File: src/rtl/axis_echo_pkg.sv
// Shared types and ASCII constants for the echo/case-transform byte path.
package axis_echo_pkg;

    typedef enum logic [1:0] {
        XF_PASS  = 2'd0,
        XF_INV   = 2'd1,
        XF_UPPER = 2'd2,
        XF_LOWER = 2'd3
    } xf_mode_e;

    localparam logic [7:0] ASCII_CR      = 8'h0D;
    localparam logic [7:0] ASCII_UPPER_A = 8'h41;
    localparam logic [7:0] ASCII_UPPER_Z = 8'h5A;
    localparam logic [7:0] ASCII_LOWER_A = 8'h61;
    localparam logic [7:0] ASCII_LOWER_Z = 8'h7A;

    function automatic logic is_letter(input logic [7:0] b);
        return ((b >= ASCII_UPPER_A) && (b <= ASCII_UPPER_Z)) ||
               ((b >= ASCII_LOWER_A) && (b <= ASCII_LOWER_Z));
    endfunction

endpackage

File: src/rtl/ascii_case_xform.sv
// Combinational case transform: bit 5 of an ASCII letter selects its case.
module ascii_case_xform
    import axis_echo_pkg::*;
(
    input  xf_mode_e    mode_i,
    input  logic [7:0]  byte_i,
    output logic [7:0]  byte_o
);

    always_comb begin
        byte_o = byte_i;
        if (is_letter(byte_i)) begin
            case (mode_i)
                XF_INV:   byte_o[5] = ~byte_i[5];
                XF_UPPER: byte_o[5] = 1'b0;
                XF_LOWER: byte_o[5] = 1'b1;
                default:  byte_o    = byte_i;
            endcase
        end
    end

endmodule

File: src/rtl/axis_echo_xform.sv
// UART echo buffer: case-transforms bytes on write, optionally holds them until CR,
// and streams committed bytes out through a registered RAM read and an output register.
module axis_echo_xform
    import axis_echo_pkg::*;
#(
    parameter int DEPTH = 64,
    parameter int CNT_W = 16
) (
    input  logic                     clk,
    input  logic                     sresetn,
    input  logic [1:0]               mode,
    input  logic                     line_mode,
    input  logic                     s_axis_tvalid,
    input  logic [7:0]               s_axis_tdata,
    input  logic                     m_axis_tready,
    output logic                     m_axis_tvalid,
    output logic [7:0]               m_axis_tdata,
    output logic [$clog2(DEPTH):0]   fill,
    output logic [CNT_W-1:0]         drop_count
);

    localparam int AW = $clog2(DEPTH);
    typedef logic [AW:0] cnt_t;
    localparam cnt_t FULL   = cnt_t'(DEPTH);
    localparam cnt_t ALMOST = cnt_t'(DEPTH - 1);

    // Pointers carry one wrap bit so equal addresses still tell empty from full.
    cnt_t wr_q, wr_d, cm_q, cm_d, rd_q, rd_d;
    cnt_t fill_q, fill_d;
    logic [CNT_W-1:0] drop_q, drop_d;
    logic r_vld_q, r_vld_d;
    logic [7:0] rdata_q;
    logic m_vld_q, m_vld_d;
    logic [7:0] m_data_q, m_data_d;

    logic [7:0] mem [DEPTH];
    logic [7:0] xf_byte;
    logic full, wr_en, drop, commit, rd_en, out_adv, xfer;

    ascii_case_xform u_xform (
        .mode_i (xf_mode_e'(mode)),
        .byte_i (s_axis_tdata),
        .byte_o (xf_byte)
    );

    always_comb begin
        full    = (fill_q == FULL);
        wr_en   = sresetn && s_axis_tvalid && !full;
        drop    = sresetn && s_axis_tvalid && full;
        xfer    = m_vld_q && m_axis_tready;
        out_adv = !m_vld_q || m_axis_tready;
        rd_en   = (cm_q != rd_q) && (!r_vld_q || out_adv);
        // The write that fills the buffer forces a flush so a CR-less line cannot deadlock.
        commit  = !line_mode ||
                  (wr_en && ((s_axis_tdata == ASCII_CR) || (fill_q == ALMOST)));
    end

    always_comb begin
        wr_d = wr_q + cnt_t'(wr_en);
        cm_d = commit ? wr_d : cm_q;
        rd_d = rd_q + cnt_t'(rd_en);

        fill_d = fill_q;
        case ({wr_en, xfer})
            2'b10:   fill_d = fill_q + cnt_t'(1);
            2'b01:   fill_d = fill_q - cnt_t'(1);
            default: fill_d = fill_q;
        endcase

        drop_d = drop_q;
        if (drop && (drop_q != '1))
            drop_d = drop_q + CNT_W'(1);

        r_vld_d = r_vld_q;
        if (rd_en)
            r_vld_d = 1'b1;
        else if (out_adv)
            r_vld_d = 1'b0;

        m_vld_d  = out_adv ? r_vld_q : m_vld_q;
        m_data_d = (out_adv && r_vld_q) ? rdata_q : m_data_q;
    end

    always_ff @(posedge clk) begin
        if (!sresetn) begin
            wr_q     <= '0;
            cm_q     <= '0;
            rd_q     <= '0;
            fill_q   <= '0;
            drop_q   <= '0;
            r_vld_q  <= 1'b0;
            m_vld_q  <= 1'b0;
            m_data_q <= '0;
        end else begin
            wr_q     <= wr_d;
            cm_q     <= cm_d;
            rd_q     <= rd_d;
            fill_q   <= fill_d;
            drop_q   <= drop_d;
            r_vld_q  <= r_vld_d;
            m_vld_q  <= m_vld_d;
            m_data_q <= m_data_d;
        end
    end

    // Simple-dual-port RAM with an enabled read register; contents are never reset.
    always_ff @(posedge clk) begin
        if (wr_en)
            mem[wr_q[AW-1:0]] <= xf_byte;
        if (rd_en)
            rdata_q <= mem[rd_q[AW-1:0]];
    end

    assign m_axis_tvalid = m_vld_q;
    assign m_axis_tdata  = m_data_q;
    assign fill          = fill_q;
    assign drop_count    = drop_q;

endmodule

File: config.mk
export PLATFORM = sky130hd
export DESIGN_NAME = axis_echo_xform
export DESIGN_NICKNAME = d
export VERILOG_FILES = /design/src/rtl/axis_echo_pkg.sv /design/src/rtl/ascii_case_xform.sv /design/src/rtl/axis_echo_xform.sv
export SDC_FILE = /design/constraint.sdc
export NUM_CORES = 1
export LEC_CHECK = 0
export ABC_AREA = 1
export ABC_CLOCK_PERIOD_IN_PS = 6400
export CAP_MARGIN = 20
export CORE_ASPECT_RATIO = 1.25
export CORE_MARGIN = 10
export CORE_UTILIZATION = 34
export DETAILED_ROUTE_END_ITERATION = 7
export SYNTH_ARGS = -nofsm -noshare
export SYNTH_HDL_FRONTEND = slang
export SYNTH_SLANG_ARGS = --single-unit
File: constraint.sdc
create_clock -name clk -period 6.4 [get_ports clk]
set_clock_uncertainty 0.1 [all_clocks]
set_input_delay 1.6 -clock clk [delete_from_list [all_inputs] [get_ports clk]]
set_output_delay 1.6 -clock clk [all_outputs]
set_load 0.02 [all_outputs]
==> metrics <==
drt via density 4.958; # port buffers 46; VDD IR max 0.0004114 V; Sum Neg Setup Slack 0 ns; area delta synth->final 12.48%; Peak Freq 231.8 MHz; Routed Wire Length 65280 um; # rows 110; Post-synth EDFFs 520; Post-synth top cells nand2_1, edfxtp_1, nand3_1, inv_1, nor2_1; worst skew pair latency just over 0.6 ns; DIE AREA 0.08436 sq mm; Final min period roughly 4.3 ns; CTS H-Tree Depth 2; drt wl/cell 19.02 um; P_leak 0.01066 uW; Slew @ Worst Pin approximately 1.1 ns; Critical Path Sink Type flip-flop; Mapped Area 0.02485 sq mm; top_reg_cell synth edfxtp_1; Synth Register Bits about 570; IO Pins 47; nets 2460; CP max stage cell nor2_1; vias in the first global route 16830; PwrDens 363.1 mW/mm^2; TritonCTS clock tree done; Slew headroom 28.18%; maxcap violations 0; Setup Buffers After CTS 0; Worst-path clk slew 0.06 ns; TritonCTS Buffers 53; DR pass1 iterations 5; synth top area cells edfxtp_1, nand2_1, nand3_1; Hold WC Path Type reg -> reg; Placer Congestion 0.8584; area leader, netlist edfxtp_1; initial antenna violation count 3; GRT Residual Overflow 0; global-route wire length before repair 97840 um; worst-path fanout max 32; unique cell type count in the Yosys netlist 37; hold_ws 0.3809 ns; asr flop ratio synth 0%; final core occ 38.68%; worst-path cell chain clkdlybuf4s50_1 > buf_4 > nand2_1 > nor2_1 > buf_4 > nand3_1 > nor2_1; Tot Pwr 10150 uW; RSZ-0062 raised after global routing false; DRT iter0 DRCs 1321; starting density of the core 34.39%; Core Box Area 0.07226 sq mm; Hold-fix buffers, CTS 0; most numerous cell in the Yosys netlist nand2_1; largest net degree at the start of global routing 147; Post-route DRC 0; clk root buf clkbuf_16; kind of start point of the critical path input pin; Hold Violations, Final 0; CP peak stage delay 0.88 ns; Synthesized Nets 2459; WP data arrival 4.45 ns; Final ANT Viol Nets 0; Critical Setup Path Class in -> reg; Die H 322.2 um; clock sink count 574; via count 17020; Synth Instances ~2400; post-CTS resize count 0; yosys warns 0; status complete, no violations; hpwl dp between 40000 and 50000 um; die extent in x 261.8 um; sequential area share after synthesis 67.19%; post-synth top area share between 60% and 70%; Final Max Slew Viols 0; crit share post-route 67.40%; Fillers 6992; average cell area after synthesis a little over 10 sq um; CTS Buffer Depth 3; GRT Total Usage between 10% and 20%; final setup fails 0; layout cells sized above 1 under 10%; worst path required time 6.53 ns
## where the power goes
| group | total, uW | leakage, uW | switching (uW) | internal, uW |
|---|---|---|---|---|
| Clock | 3410 | 0.000897 | 1400 | 2010 |
| Sequential | 4290 | 0.00513 | 111 | 4180 |
| Combinational | 2450 | 0.00463 | 1750 | 701 |
| Total | 10100 | 0.0107 | 3260 | 6890 |
## metal layers
| metal | wire length [um] | GRT usage (%) | vias up |
|---|---|---|---|
| li1 | - | - | 8111 |
| met1 | 25230 | 17.47 | 8242 |
| met2 | 33780 | 27.25 | 524 |
| met3 | 3155 | 1.758 | 139 |
| met4 | 3118 | 7.625 | 0 |
| met5 | 0 | 0 | - |
## area by class of cell
class	instances	area, sq um	area share [%]
Antenna cell	2	5.005	0.01791
Clock buffer	57	1341	4.799
Clock inverter	39	546.8	1.956
Inverter	230	870.8	3.116
Multi-Input combinational cell	1508	6630	23.72
Sequential cell	574	16710	59.77
Tap cell	952	1191	4.262
Timing Repair Buffer	70	658.1	2.355
## cells by family (layout without fill, tap and decap cells)
logic type / Yosys count / count (layout) / share of synthesized area [%]
AND/OR/NAND/NOR: 1417 / 1417 / 24.12
flip-flops: 574 / 574 / 67.19
buffers and inverters: 354 / 396 / 6.168
AO/OA/AOI/OAI: 57 / 57 / 1.203
XOR/XNOR: 26 / 26 / 0.9164
adder cells (fa/ha/maj): 8 / 8 / 0.4029
other: 0 / 2 / 0
## critical path: cells and delay by family
family / cells / cell delay [ns]
simple gates: 4 / 1.86
buf+inv: 3 / 0.96
## path summary, 6_finish.rpt
kind,startpoint,to,slack [ns],depth (start not counted)
min reg2reg,r_vld_q,m_axis_tvalid,0.38,2
max,sresetn,mem[39][5],2.09,7
min,r_vld_q,m_axis_tvalid,0.38,2
max reg2reg,rd_q[0],rdata_q[0],2.89,11
## state kept, by name, indices dropped and copies added (netlist names)
| register | flops |
|---|---|
| m_axis_tdata | 8 |
| cm_q | 7 |
| mem | 512 |
| rd_q | 7 |
| drop_count | 16 |
| r_vld_q | 1 |
| m_axis_tvalid | 1 |
| fill | 7 |
| rdata_q | 8 |
| wr_q | 7 |
## per-stage QoR
step           std cells  area, sq um  setup slack [ns]
2_1_floorplan       2436        24850             1.083
3_3_place_gp        3332        26010             1.463
3_5_place_dp        3333        26030             1.403
4_1_cts             3429        27920             2.037
5_1_grt             3432        27950             1.929
6_report            3432        27950             2.086
## cell usage in the layout, fill, tap and decap left out, types with 5 or more instances in the layout
| cell | count |
|---|---|
| bufinv_16 | 12 |
| ha_1 | 8 |
| nand2_1 | 811 |
| nand3_1 | 432 |
| xor2_1 | 10 |
| nor3_1 | 5 |
| buf_4 | 20 |
| clkinv_2 | 6 |
| nand4_2 | 6 |
| dfxtp_1 | 50 |
| buf_2 | 7 |
| nand3b_1 | 7 |
| o21ai_0 | 18 |
| clkinvlp_4 | 7 |
| clkdlybuf4s50_1 | 39 |
| inv_1 | 220 |
| a21oi_1 | 32 |
| xnor2_1 | 16 |
| clkbuf_16 | 53 |
| clkinv_1 | 12 |
| nor2_1 | 141 |
| edfxtp_1 | 520 |
(Power assumes the default switching activity.)
